$ cat config.mk
export PLATFORM = sky130hd
export DESIGN_NAME = hex_scan_ctrl
export DESIGN_NICKNAME = d
export VERILOG_FILES = /design/src/rtl/seg_pkg.sv /design/src/rtl/hex_seg_decode.sv /design/src/rtl/hex_scan_ctrl.sv
export SDC_FILE = /design/constraint.sdc
export NUM_CORES = 1
export LEC_CHECK = 0
export CORE_MARGIN = 10
export CORE_UTILIZATION = 55
export CTS_BUF_LIST = sky130_fd_sc_hd__clkbuf_8
export CTS_CLUSTER_SIZE = 28
export DETAILED_ROUTE_END_ITERATION = 12
export PLACE_DENSITY = 0.83
export REMOVE_ABC_BUFFERS = 1
export SLEW_MARGIN = 20
export SYNTH_ARGS = -nofsm -noshare
export SYNTH_HDL_FRONTEND = slang
export SYNTH_SLANG_ARGS = --single-unit
export TNS_END_PERCENT = 50
$ cat constraint.sdc
create_clock -name clk -period 2.9 [get_ports clk]
set_input_delay 0.725 -clock clk [delete_from_list [all_inputs] [get_ports clk]]
set_output_delay 0.725 -clock clk [all_outputs]
set_load 0.01 [all_outputs]
$ cat src/rtl/seg_pkg.sv
// Shared definitions for the hex scan controller.
//
// Contents:
//   SEG_BLANK     - all-segments-off pattern (active-low)
//   digit_entry_t - per-digit display entry {blank, nibble}
//   scan_state_e  - scan phase within a digit slot
//   SEG_TABLE     - hex digit to {g,f,e,d,c,b,a} active-low patterns
//   ENTRY_RESET   - entry value held by every digit after reset (dark)
package seg_pkg;

  localparam logic [6:0] SEG_BLANK = 7'h7F;

  typedef struct packed {
    logic       blank;
    logic [3:0] nibble;
  } digit_entry_t;

  typedef enum logic {
    BLANK = 1'b0,
    DRIVE = 1'b1
  } scan_state_e;

  // Index is the nibble value; patterns are active-low {g,f,e,d,c,b,a}.
  localparam logic [6:0] SEG_TABLE [16] = '{
    7'h40, 7'h79, 7'h24, 7'h30, 7'h19, 7'h12, 7'h02, 7'h78,
    7'h00, 7'h10, 7'h08, 7'h03, 7'h46, 7'h21, 7'h06, 7'h0E
  };

  localparam digit_entry_t ENTRY_RESET = '{blank: 1'b1, nibble: 4'h0};

endpackage

$ cat src/rtl/hex_seg_decode.sv
// Combinational hex-to-seven-segment decoder.
//
// Ports:
//   nibble - hex value 0..F
//   seg    - active-low segment pattern {g,f,e,d,c,b,a}
module hex_seg_decode
  import seg_pkg::*;
(
  input  logic [3:0] nibble,
  output logic [6:0] seg
);

  always_comb begin
    seg = SEG_TABLE[nibble];
  end

endmodule

$ cat src/rtl/hex_scan_ctrl.sv
// Time-multiplexed scan controller for common-anode hex seven-segment digits.
// Holds a staging bank and an active bank of {blank, nibble} entries; the
// active bank is replaced atomically at the last cycle of a frame so a frame
// never shows a mix of old and new contents.
//
// Parameters:
//   NUM_DIGITS   - digits scanned (>= 2)
//   PRESCALE     - clock cycles per digit slot (>= 2)
//   BLANK_CYCLES - leading dark cycles in each slot (0 <= BLANK_CYCLES < PRESCALE)
//
// Ports:
//   clk, rst_n            - clock, asynchronous active-low reset
//   wr_valid/wr_ready     - staging write handshake
//   wr_idx/wr_data/wr_blank - staging write payload (idx 0 = rightmost digit)
//   commit_valid/commit_ready - request to swap staging into active
//   commit_done           - one-cycle pulse when the swap takes effect
//   frame_start           - one-cycle pulse when digit 0's slot begins
//   seg                   - active-low segments {g,f,e,d,c,b,a}
//   an                    - active-low anode enables, at most one low
module hex_scan_ctrl
  import seg_pkg::*;
#(
  parameter int NUM_DIGITS   = 4,
  parameter int PRESCALE     = 50000,
  parameter int BLANK_CYCLES = 500
) (
  input  logic                          clk,
  input  logic                          rst_n,
  input  logic                          wr_valid,
  output logic                          wr_ready,
  input  logic [$clog2(NUM_DIGITS)-1:0] wr_idx,
  input  logic [3:0]                    wr_data,
  input  logic                          wr_blank,
  input  logic                          commit_valid,
  output logic                          commit_ready,
  output logic                          commit_done,
  output logic                          frame_start,
  output logic [6:0]                    seg,
  output logic [NUM_DIGITS-1:0]         an
);

  localparam int IDX_W = $clog2(NUM_DIGITS);
  localparam int PC_W  = $clog2(PRESCALE);

  localparam logic [PC_W-1:0]  PC_LAST = PC_W'(PRESCALE - 1);
  localparam logic [IDX_W-1:0] DI_LAST = IDX_W'(NUM_DIGITS - 1);

  // Phase of a slot whose counter is zero; with no blanking the slot starts
  // straight in DRIVE.
  localparam scan_state_e STATE_AT_ZERO = (BLANK_CYCLES > 0) ? BLANK : DRIVE;

  // ---------------------------------------------------------------------------
  // State
  // ---------------------------------------------------------------------------
  logic [PC_W-1:0]  pc_reg, pc_next;
  logic [IDX_W-1:0] di_reg, di_next;
  scan_state_e      state_reg, state_next;
  logic             pending_reg, pending_next;

  digit_entry_t     staging_reg [NUM_DIGITS];
  digit_entry_t     active_reg  [NUM_DIGITS];

  logic [6:0]            seg_reg, seg_next;
  logic [NUM_DIGITS-1:0] an_reg, an_next;
  logic                  frame_wrap_reg;
  logic                  frame_start_reg;
  logic                  commit_done_reg;

  // ---------------------------------------------------------------------------
  // Handshakes: ready depends only on the registered pending flag.
  // ---------------------------------------------------------------------------
  logic wr_fire;
  logic commit_fire;
  logic frame_end;
  logic swap;

  assign wr_ready     = !pending_reg;
  assign commit_ready = !pending_reg;
  assign wr_fire      = wr_valid && !pending_reg;
  assign commit_fire  = commit_valid && !pending_reg;
  assign swap         = pending_reg && frame_end;

  // One-hot write decode. An index with no matching digit hits nothing, so
  // such a write is accepted and silently dropped.
  logic [NUM_DIGITS-1:0] wr_hit;

  for (genvar gi = 0; gi < NUM_DIGITS; gi++) begin : g_wr_hit
    assign wr_hit[gi] = wr_fire && (wr_idx == IDX_W'(gi));
  end

  // ---------------------------------------------------------------------------
  // Staging and active banks
  // ---------------------------------------------------------------------------
  always_ff @(posedge clk or negedge rst_n) begin
    if (!rst_n) begin
      for (int i = 0; i < NUM_DIGITS; i++) begin
        staging_reg[i] <= ENTRY_RESET;
        active_reg[i]  <= ENTRY_RESET;
      end
    end else begin
      for (int i = 0; i < NUM_DIGITS; i++) begin
        if (wr_hit[i]) begin
          staging_reg[i] <= '{blank: wr_blank, nibble: wr_data};
        end
        if (swap) begin
          active_reg[i] <= staging_reg[i];
        end
      end
    end
  end

  // ---------------------------------------------------------------------------
  // Commit tracking. A commit and a swap can never coincide because a commit
  // is only accepted while nothing is pending.
  // ---------------------------------------------------------------------------
  always_comb begin
    pending_next = pending_reg;
    if (swap) begin
      pending_next = 1'b0;
    end else if (commit_fire) begin
      pending_next = 1'b1;
    end
  end

  always_ff @(posedge clk or negedge rst_n) begin
    if (!rst_n) begin
      pending_reg <= 1'b0;
    end else begin
      pending_reg <= pending_next;
    end
  end

  // ---------------------------------------------------------------------------
  // Shared decoder, fed by the active entry of the digit being scanned.
  // ---------------------------------------------------------------------------
  digit_entry_t cur_entry;
  logic [6:0]   dec_seg;

  assign cur_entry = active_reg[di_reg];

  hex_seg_decode u_decode (
    .nibble (cur_entry.nibble),
    .seg    (dec_seg)
  );

  // ---------------------------------------------------------------------------
  // Scan state machine: next state and next output values.
  // ---------------------------------------------------------------------------
  always_comb begin
    pc_next    = pc_reg + 1'b1;
    di_next    = di_reg;
    frame_end  = 1'b0;
    an_next    = '1;
    seg_next   = SEG_BLANK;

    if (pc_reg == PC_LAST) begin
      pc_next   = '0;
      di_next   = (di_reg == DI_LAST) ? '0 : di_reg + 1'b1;
      frame_end = (di_reg == DI_LAST);
    end

    state_next = (int'(pc_next) < BLANK_CYCLES) ? BLANK : DRIVE;

    if (state_reg == DRIVE && !cur_entry.blank) begin
      an_next[di_reg] = 1'b0;
      seg_next        = dec_seg;
    end
  end

  always_ff @(posedge clk or negedge rst_n) begin
    if (!rst_n) begin
      pc_reg    <= '0;
      di_reg    <= '0;
      state_reg <= STATE_AT_ZERO;
    end else begin
      pc_reg    <= pc_next;
      di_reg    <= di_next;
      state_reg <= state_next;
    end
  end

  // ---------------------------------------------------------------------------
  // Registered outputs. frame_start is delayed twice from frame_end so that it
  // lines up with the registered view of pc=0/di=0, and it cannot fire for the
  // partial "frame" that begins at reset.
  // ---------------------------------------------------------------------------
  always_ff @(posedge clk or negedge rst_n) begin
    if (!rst_n) begin
      seg_reg         <= SEG_BLANK;
      an_reg          <= '1;
      frame_wrap_reg  <= 1'b0;
      frame_start_reg <= 1'b0;
      commit_done_reg <= 1'b0;
    end else begin
      seg_reg         <= seg_next;
      an_reg          <= an_next;
      frame_wrap_reg  <= frame_end;
      frame_start_reg <= frame_wrap_reg;
      commit_done_reg <= swap;
    end
  end

  assign seg         = seg_reg;
  assign an          = an_reg;
  assign frame_start = frame_start_reg;
  assign commit_done = commit_done_reg;

endmodule

# ---- Word level (Yosys, flattened, before mapping)
# Memory sizes are Yosys's and may differ from the RTL's.
# Index checks and enable logic that the tools add are counted.
dict set report word_totals {
  reg_bits 74
  rom_bits 112
  input_bits 11
  output_inout_bits 15
  elab_cells 69
  n_memories 1
}
# name words word_bits rd rd_clocked_by_memory_dff write_ports line_no
set mem_list {}
lappend mem_list {{(no name shown)} 16 7 1 0 0 hex_seg_decode.sv:14} ;# seg = SEG_TABLE[nibble];
dict set report op_classes {
  addsub 2
  magnitude_cmp 5
  eq_ne 5
  mux 15
  bitwise 3
  reduce_logical 13
}
# op count
set op_table {}
lappend op_table {{$mux W7} 3}
lappend op_table {{$add A16 B1 Y16 const B} 1}
lappend op_table {{$eq A16 B16 Y1 const B} 1}
lappend op_table {{$lt A16 B9 Y1 const B} 1}
lappend op_table {{$mux W16} 1}
lappend op_table {{$bmux W5 S2} 1}
lappend op_table {{$mux W5} 2}
lappend op_table {{$logic_and A1 B1 Y1} 9}
lappend op_table {{$eq A2 B2 Y1 const B} 3}
lappend op_table {{$ge A5 B5 Y1 const B} 1}
lappend op_table {{$mux W1} 5}
lappend op_table {{$not A4 Y5} 1}
lappend op_table {{$mux W4} 1}
lappend op_table {{$not A4 Y4} 1}
lappend op_table {{$ge A3 B3 Y1 const B} 1}
lappend op_table {{$lt A2 B3 Y1 const B} 1}
lappend op_table {{$not A2 Y3} 1}
lappend op_table {{$add A2 B1 Y2 const B} 1}
lappend op_table {{$demux W1 S2} 1}
lappend op_table {{$eq A2 B1 Y1 const B} 1}
lappend op_table {{$ge A2 B1 Y1 const B} 1}
lappend op_table {{$logic_not A1 Y1} 2}
lappend op_table {{$logic_not A2 Y1} 1}
lappend op_table {{$mux W2} 1}
lappend op_table {{$reduce_bool A2 Y1} 1}

# ---- Longest topological paths before layout
# Gate-level depths: netlist (run 1).
dict set report logic_depth {
  depth_word 9
  ltp_mapped 7
}

# ---- Modules after synthesis
# A second synthesis (run 1) with hierarchy kept.
dict set report unflattened {
  hier_cells 266
  area_unflattened_um2 3508.4
}
# module n_inst cells_each area_each_um2 seq_area_each_um2
set by_module_without_submodules {}
lappend by_module_without_submodules {hex_scan_ctrl 1 235 3248.1 1875.5}
lappend by_module_without_submodules {hex_seg_decode 1 31 260.2 0.0}

# ---- Least setup slack after synthesis (run 1)
# No wires, ideal clock.
dict set report synth_timing {
  path_type {reg2reg}
  start {register di_reg[0]}
  end {register seg_reg[3], in the netlist seg[3]}
  arrival_time_ps 2012
  required_time_ps 2837
  setup_slack_ps 826
  path_stages_with_launch 7
  n_path_buf 1
  period_less_slack_ps 2074
  path_cell_list {dfrtp_1 buf_2 mux4_2 inv_1 ha_1 mux4_2 nand2_1}
}
dict set report synth_between {
  elab_chain_cells 9
  elab_cells_between_ends 11
  classes_between {mux: 6; bitwise: 2; reduce/logical: 2; memory: 1}
}
# element line_no
set synth_lines {}
lappend synth_lines {{start: declaration} hex_scan_ctrl.sv:56} ;# logic [IDX_W-1:0] di_reg, di_next;
lappend synth_lines {{start signal: assignment} hex_scan_ctrl.sv:177} ;# di_reg <= di_next;
lappend synth_lines {{$not A2 Y3 (implied by the code) (*)} hex_scan_ctrl.sv:139} ;# assign cur_entry = active_reg[di_reg];
lappend synth_lines {{$bmux W5 S2 (*)} hex_scan_ctrl.sv:139}
lappend synth_lines {{$mux W5 (implied by the code) (*) (2 in a row)} hex_scan_ctrl.sv:139}
lappend synth_lines {{$not A4 Y5 (implied by the code)} hex_seg_decode.sv:14}
lappend synth_lines {{$mem_v2 Z16 W7} --}
lappend synth_lines {{$mux W7 (implied by the code) (2 in a row)} hex_seg_decode.sv:14}
lappend synth_lines {{$mux W7 (*)} hex_scan_ctrl.sv:164} ;# if (state_reg == DRIVE && !cur_entry.blank) begin
lappend synth_lines {{named net seg_next[3]} hex_scan_ctrl.sv:63} ;# logic [6:0] seg_reg, seg_next;
lappend synth_lines {{end signal: assignment} hex_scan_ctrl.sv:195} ;# seg_reg <= seg_next;
lappend synth_lines {{end: declaration} hex_scan_ctrl.sv:63}
# The timed path passes the listed nets; every way through them passes the cells marked *. The select of a mux whose other input is x is not followed.
# A chain may end at the register's enable or synchronous reset.

# ---- Worst setup path in the final report (run 1)
dict set report layout_timing {
  start {register pc_reg[10]}
  end {register active_reg[3] (netlist bit)}
}
dict set report layout_between {
  elab_chain_cells 3
}
# element line_no
set layout_lines {}
lappend layout_lines {{start: declaration} hex_scan_ctrl.sv:55} ;# logic [PC_W-1:0] pc_reg, pc_next;
lappend layout_lines {{start signal: assignment} hex_scan_ctrl.sv:176} ;# pc_reg <= pc_next;
lappend layout_lines {{$eq A16 B16 Y1} hex_scan_ctrl.sv:156} ;# if (pc_reg == PC_LAST) begin
lappend layout_lines {{$mux W1} hex_scan_ctrl.sv:156}
lappend layout_lines {{$logic_and A1 B1 Y1} hex_scan_ctrl.sv:81} ;# assign swap = pending_reg && frame_end;
lappend layout_lines {{end signal: indexed assignment} hex_scan_ctrl.sv:106} ;# active_reg[i] <= staging_reg[i];
lappend layout_lines {{end: declaration} hex_scan_ctrl.sv:61} ;# digit_entry_t active_reg [NUM_DIGITS];
# No other way between the ends.

==> results of run 1 <==
layer usage:
metal | global-route usage (%) | up-vias | share of wire (%) | wire length [um]
met5 | 0 | - | 0 | 0
met3 | 3.98 | 10 | 6.1 | 375
li1 | - | 1007 | - | -
met1 | 17.9 | 1029 | 47 | 2890
met4 | 6.39 | 0 | 1.5 | 91
met2 | 19.9 | 62 | 45 | 2760
how the worst max path moves through the flow:
stage	to	slack (ns)	cells past startpoint
final	active_reg[3]	0.56	5
after global routing	active_reg[3]	0.41	5
after CTS	active_reg[3]	0.58	5
after detailed placement	active_reg[3]	0.58	5
after global placement	active_reg[3]	0.63	5
after floorplan	active_reg[3]	0.31	4
per-stage QoR:
step	instance area (sq um)	hold slack [ns]	power [uW]
CTS	4050	0.363	2080
detailed placement	3810	0.346	1130
global placement	3810	0.335	1130
global route	4050	0.382	2140
floorplan	3420	0.331	1090
finish	4050	0.364	2060
placed cells by master, fill, tap and decap left out, types with 4 or more instances in the layout:
master / synthesis / layout
a21oi_1: 4 / 4
clkbuf_8: 0 / 9
clkdlybuf4s50_1: 0 / 24
dfrtp_1: 55 / 55
dfstp_2: 19 / 19
ha_1: 11 / 11
inv_1: 11 / 12
mux2_2: 22 / 22
mux2_4: 18 / 18
mux4_2: 6 / 6
nand2_1: 17 / 17
nand3_1: 7 / 7
nand4_1: 5 / 5
nor2_1: 16 / 16
nor3_1: 4 / 4
o21ai_0: 5 / 5
o221ai_1: 5 / 5
xnor2_1: 7 / 7
xor2_1: 7 / 7
area by class of cell:
| type | count | share of cell area (%) |
|---|---|---|
| clock buffers | 9 | 3.06 |
| inverters | 11 | 1.02 |
| clock inverters | 7 | 2.93 |
| well taps | 77 | 2.38 |
| multi-input cells | 169 | 37.2 |
| flip-flops and latches | 74 | 46.3 |
| repair buffers | 29 | 7.11 |
worst max-delay path: cells and delay by family, from the launching register on:
family	cells	cell delay [ns]
mux	1	0.38
buf+inv	1	0.34
simple gates	3	1.08
flops	1	0.44
Yosys cell counts, types with 2 or more instances:
| cell | instances |
|---|---|
| a21oi_1 | 4 |
| a31o_2 | 2 |
| and3_1 | 3 |
| and4bb_2 | 2 |
| buf_12 | 2 |
| buf_2 | 2 |
| clkbuf_1 | 2 |
| dfrtp_1 | 55 |
| dfstp_2 | 19 |
| ha_1 | 11 |
| inv_1 | 11 |
| mux2_2 | 22 |
| mux2_4 | 18 |
| mux4_2 | 6 |
| nand2_1 | 17 |
| nand2b_1 | 2 |
| nand3_1 | 7 |
| nand4_1 | 5 |
| nand4b_1 | 3 |
| nor2_1 | 16 |
| nor2b_1 | 2 |
| nor3_1 | 4 |
| nor4_1 | 2 |
| o211ai_1 | 2 |
| o21ai_0 | 5 |
| o221ai_1 | 5 |
| o22ai_1 | 3 |
| or2_2 | 2 |
| xnor2_1 | 7 |
| xor2_1 | 7 |
kinds of logic (layout without fill, tap and decap cells):
group                    after synthesis  in the layout
AO/OA/AOI/OAI                         23             23
XOR/XNOR                              14             14
adder cells (fa/ha/maj)               11             11
buffers and inverters                 20             56
flip-flops                            74             74
multiplexers                          47             47
AND/OR/NAND/NOR                       74             74
report_power, final:
part,internal (uW),switching [uW]
clock,572,370
combinational,25.6,27.8
sequential,1050,10.2
==> impl_metrics.env, run 1 <==
export IMPL_synth_compound_area_share_pct=4.50
export IMPL_ctsHoldBuffers=0
export IMPL_remaining_drc_errors=0
export IMPL_io_buffers=25
export IMPL_synth_top_area_share_pct=39.3
export IMPL_hold_end="frame_start"
export IMPL_crit_slowest_cell="dfrtp_1"
export IMPL_rr_worst_depth=5
export IMPL_vdd_drop_max_uv=554
export IMPL_antennaDiodeCount=0
export IMPL_grt_pass1_vias=2202
export IMPL_worst_r2r_endpoint="active_reg[3]"
export IMPL_setup_viol_count_final=0
export IMPL_timing_final_max_slew_violations=0
export IMPL_placedCellCount=360
export IMPL_antenna_found_initial=0
export IMPL_cp_max_fo=22
export IMPL_routed_via_density=5.61
export IMPL_ys_seq_area_share_pct=53.5
export IMPL_dp_hpwl_um=4350
export IMPL_critical_path_startpoint="pc_reg[10]"
export IMPL_firstDrtPassIters=4
export IMPL_fp_row_count=29
export IMPL_rsz0062_at_grt="false"
export IMPL_slowest_delay_ns=0.44
export IMPL_worstSetupPathType="register to register"
export IMPL_setup_slack_ns=0.555
export IMPL_cp_end_kind="register"
export IMPL_core_area_sq_um=6280
export IMPL_ys_types=45
export IMPL_cts_buffers=9
export IMPL_synthAdderAreaFrac_pct=3.93
export IMPL_synth_edf_count=0
export IMPL_tightest_slew_ns=0.763
export IMPL_reg2reg_from="pc_reg[10]"
export IMPL_syn_area_sq_um=3500
export IMPL_die_h_um=99.8
export IMPL_clk_latency_ns=0.34
export IMPL_grt_overflow_total=0
export IMPL_clock_path_buffers=2
export IMPL_crit_path_cell_trace="or3_4 -> nor4_4 -> and3_1 -> buf_4 -> mux2_2"
export IMPL_seqCellArea_sq_um=1880
export IMPL_area_growth_pct=15.6
export IMPL_slew_headroom_pct=48.7
export IMPL_ff2ff_setup_slack_ns=0.56
export IMPL_cp_data_arrival_time_ns=2.57
export IMPL_grt_pass1_wl_um=11000
export IMPL_status="finished clean"
export IMPL_final_hold_violation_count=0
export IMPL_dieArea_sq_um=9970
export IMPL_finalNonFillerCells=376
export IMPL_grt_max_degree=75
export IMPL_synth_seq_cells=74
export IMPL_initialDrtViolationCount=109
export IMPL_grtUsageTotal_pct=13.5
export IMPL_fillers=463
export IMPL_synth_largest_area_cell="dfrtp_1"
export IMPL_drive_gt1_share_pct=32.1
export IMPL_die_w_um=99.8
export IMPL_synth_xor_area_share_pct=3.50
export IMPL_crit_required_ns=3.13
export IMPL_multiInputGateArea_sq_um=1510
export IMPL_synth_simple_area_share_pct=12.1
export IMPL_ys_async_sr_fraction_pct=100
export IMPL_worst_setup_path_start_kind="register"
export IMPL_clk_pin_slew_worst_paths_ns=0.08
export IMPL_cap_violations=0
export IMPL_tns_ns=0
export IMPL_period_share_pct=80.8
export IMPL_fmax_ghz=0.427
export IMPL_avgRoutedWirePerCell_um=16.3
export IMPL_yosysWarnings=0
export IMPL_synth_top_flop_cell="dfrtp_1"
export IMPL_cts_resized=0
export IMPL_antenna_left=0
export IMPL_htreeDepth=3
export IMPL_powerDensity_nw_per_um2=507
export IMPL_cts_setup_buffers=0
export IMPL_synthMuxAreaShare_pct=18.9
export IMPL_power_leakage_uw=0.00172
export IMPL_clock_skew_ns=0.00976
export IMPL_whs_path_depth=0
export IMPL_fin_nets=316
export IMPL_hp_start="frame_wrap_reg"
export IMPL_num_vias=2108
export IMPL_cts_sinks=74
export IMPL_final_util_pct=64.5
export IMPL_min_path_type="register to register"
export IMPL_synth_area_top_cells="dfrtp_1 39%, dfstp_2 14%, mux2_4 7.7%, mux2_2 7.1%, ha_1 3.9%"
export IMPL_ios=26
export IMPL_syn_inst=263
export IMPL_synth_area_per_cell_sq_um=13.3
export IMPL_gp_congestion=0.872
export IMPL_synth_top_family_by_area="multiplexers"
export IMPL_ctsRootBufferMaster="clkbuf_8"
export IMPL_routed_wl_um=6120
export IMPL_cts_tree="yes"
export IMPL_start_util_pct=55.8
export IMPL_pre_cts_slack_ns=0.580
export IMPL_layout_min_cycle_time_ns=2.34
Power figures use the tool's default switching activity.
==> run 2, diff against run 1 <==
==> constraint.sdc (replaced) <==
create_clock -name clk -period 2.32 [get_ports clk]
set_input_delay 0.58 -clock clk [delete_from_list [all_inputs] [get_ports clk]]
set_output_delay 0.58 -clock clk [all_outputs]
set_load 0.01 [all_outputs]
==> impl_metrics.env, run 2 (synthesized netlist as in run 1, its figures left out) <==
export IMPL_ctsRootBufferMaster="clkbuf_8"
export IMPL_rsz0062_at_grt="false"
export IMPL_remaining_drc_errors=0
export IMPL_reg2reg_from="di_reg[0]"
export IMPL_worst_r2r_endpoint="seg[3]"
export IMPL_die_h_um=99.8
export IMPL_die_w_um=99.8
export IMPL_clk_latency_ns=0.34
export IMPL_gp_congestion=1.01
export IMPL_p_seq_share_pct=52.0
export IMPL_cp_end_kind="register"
export IMPL_layout_commonest_cell="dfrtp_1"
export IMPL_min_path_type="input port to async pin"
export IMPL_p_sw_share_pct=21.6
export IMPL_ff2ff_setup_slack_ns=0.17
export IMPL_clk_pin_slew_worst_paths_ns=0.08
export IMPL_area_growth_pct=17.0
export IMPL_placedCellCount=366
export IMPL_powerDensity_nw_per_um2=620
export IMPL_p_switching_uw=548
export IMPL_fmax_ghz=0.465
export IMPL_setup_viol_count_final=0
export IMPL_cts_setup_buffers=0
export IMPL_timing_final_max_slew_violations=0
export IMPL_grt_max_degree=75
export IMPL_postLayoutCellArea_sq_um=4100
export IMPL_layout_min_cycle_time_ns=2.15
export IMPL_crit_required_ns=2.61
export IMPL_cts_sinks=74
export IMPL_antenna_left=0
export IMPL_clock_skew_ns=0.0104
export IMPL_cp_data_arrival_time_ns=2.44
export IMPL_cp_max_fo=5
export IMPL_num_vias=2152
export IMPL_cts_tree="yes"
export IMPL_antennaDiodeCount=0
export IMPL_p_total_uw=2540
export IMPL_power_leakage_uw=0.00175
export IMPL_worstSetupPathType="register to register"
export IMPL_firstDrtPassIters=4
export IMPL_fp_row_count=29
export IMPL_grt_overflow_total=0
export IMPL_htreeDepth=3
export IMPL_ios=26
export IMPL_final_cell_mix="55 x dfrtp_1, 24 x clkdlybuf4s50_1, 22 x mux2_2"
export IMPL_clock_path_buffers=2
export IMPL_grtUsageTotal_pct=13.4
export IMPL_clkPwrFrac_pct=45.4
export IMPL_vdd_drop_max_uv=461
export IMPL_final_hold_violation_count=0
export IMPL_slew_headroom_pct=60.8
export IMPL_dp_hpwl_um=4370
export IMPL_routed_wl_um=6320
export IMPL_dieArea_sq_um=9970
export IMPL_worst_setup_path_start_kind="register"
export IMPL_cts_resized=0
export IMPL_p_comb_share_pct=2.7
export IMPL_tightest_slew_ns=0.583
export IMPL_ctsHoldBuffers=0
export IMPL_rr_worst_depth=6
export IMPL_final_util_pct=65.3
export IMPL_avgRoutedWirePerCell_um=16.5
export IMPL_place_area_sq_um=3860
export IMPL_antenna_found_initial=0
export IMPL_start_util_pct=55.8
export IMPL_grt_pass1_wl_um=10800
export IMPL_fin_nets=322
export IMPL_cts_buffers=9
export IMPL_core_area_sq_um=6280
export IMPL_routed_via_density=5.63
export IMPL_io_buffers=25
export IMPL_status="finished clean"
export IMPL_cap_violations=0
export IMPL_grt_pass1_vias=2215
export IMPL_p_int_uw=1990
export IMPL_period_share_pct=92.7
export IMPL_drive_gt1_share_pct=33.8
export IMPL_finalNonFillerCells=382
export IMPL_holdWs_ns=0.246
export IMPL_initialDrtViolationCount=205
==> run 2: area by class of cell <==
class | count | area [sq um]
Inverter | 11 | 41.3
Clock buffer | 10 | 138
Timing Repair Buffer | 35 | 345
Sequential cell | 74 | 1880
Clock inverter | 6 | 97.6
Multi-Input combinational cell | 169 | 1510
Fill cell | 456 | 2180
Tap cell | 77 | 96.3
==> run 2: worst max-delay path: stages, from the launching register on <==
cell and delay, ns:
dfrtp_1 0.49, mux4_2 0.61, inv_1 0.16, ha_1 0.21
inv_1 0.08, mux4_2 0.46, nand2_1 0.08
==> run 2: worst max path at each step <==
stage,start,endpoint,slack (ns),depth (start not counted)
floorplan,pc_reg[10],active_reg[3],-0.27,4
global placement,di_reg[0],seg[3],0.29,6
detailed placement,di_reg[0],seg[3],0.18,6
CTS,di_reg[0],seg[3],0.16,6
global route,di_reg[0],seg[3],0.04,6
finish,di_reg[0],seg[3],0.17,6
==> run 2: stage by stage <==
step	TNS, ns	worst slack, ns
floorplan	-4.08	-0.268
global placement	0	0.286
detailed placement	0	0.178
CTS	0	0.157
global route	0	0.0366
finish	0	0.169
==> run 2: metal layers <==
layer / up-vias / wire length [um] / GRT usage [%]
met5: - / 0 / 0
met2: 60 / 3010 / 19.6
met1: 1075 / 2910 / 17.6
li1: 1011 / - / -
met4: 0 / 74 / 6.17
met3: 6 / 320 / 4.40
==> run 2: power by group through the flow <==
stage               registers, uW  clock network, uW  logic (uW)
finish                       1320               1150        67.4
global route                 1320               1240        75.6
CTS                          1320               1180        69.9
detailed placement           1350                  0        69.3
global placement             1340                  0        67.5
floorplan                    1340                  0        17.5
==> run 3, diff against run 2 <==
--- a/config.mk
+++ b/config.mk
@@ -16,4 +16,3 @@
 export SYNTH_ARGS = -nofsm -noshare
 export SYNTH_HDL_FRONTEND = slang
 export SYNTH_SLANG_ARGS = --single-unit
-export TNS_END_PERCENT = 50
==> results of run 3 <==
Final layout, timing and power as in run 2 (identical DEF).
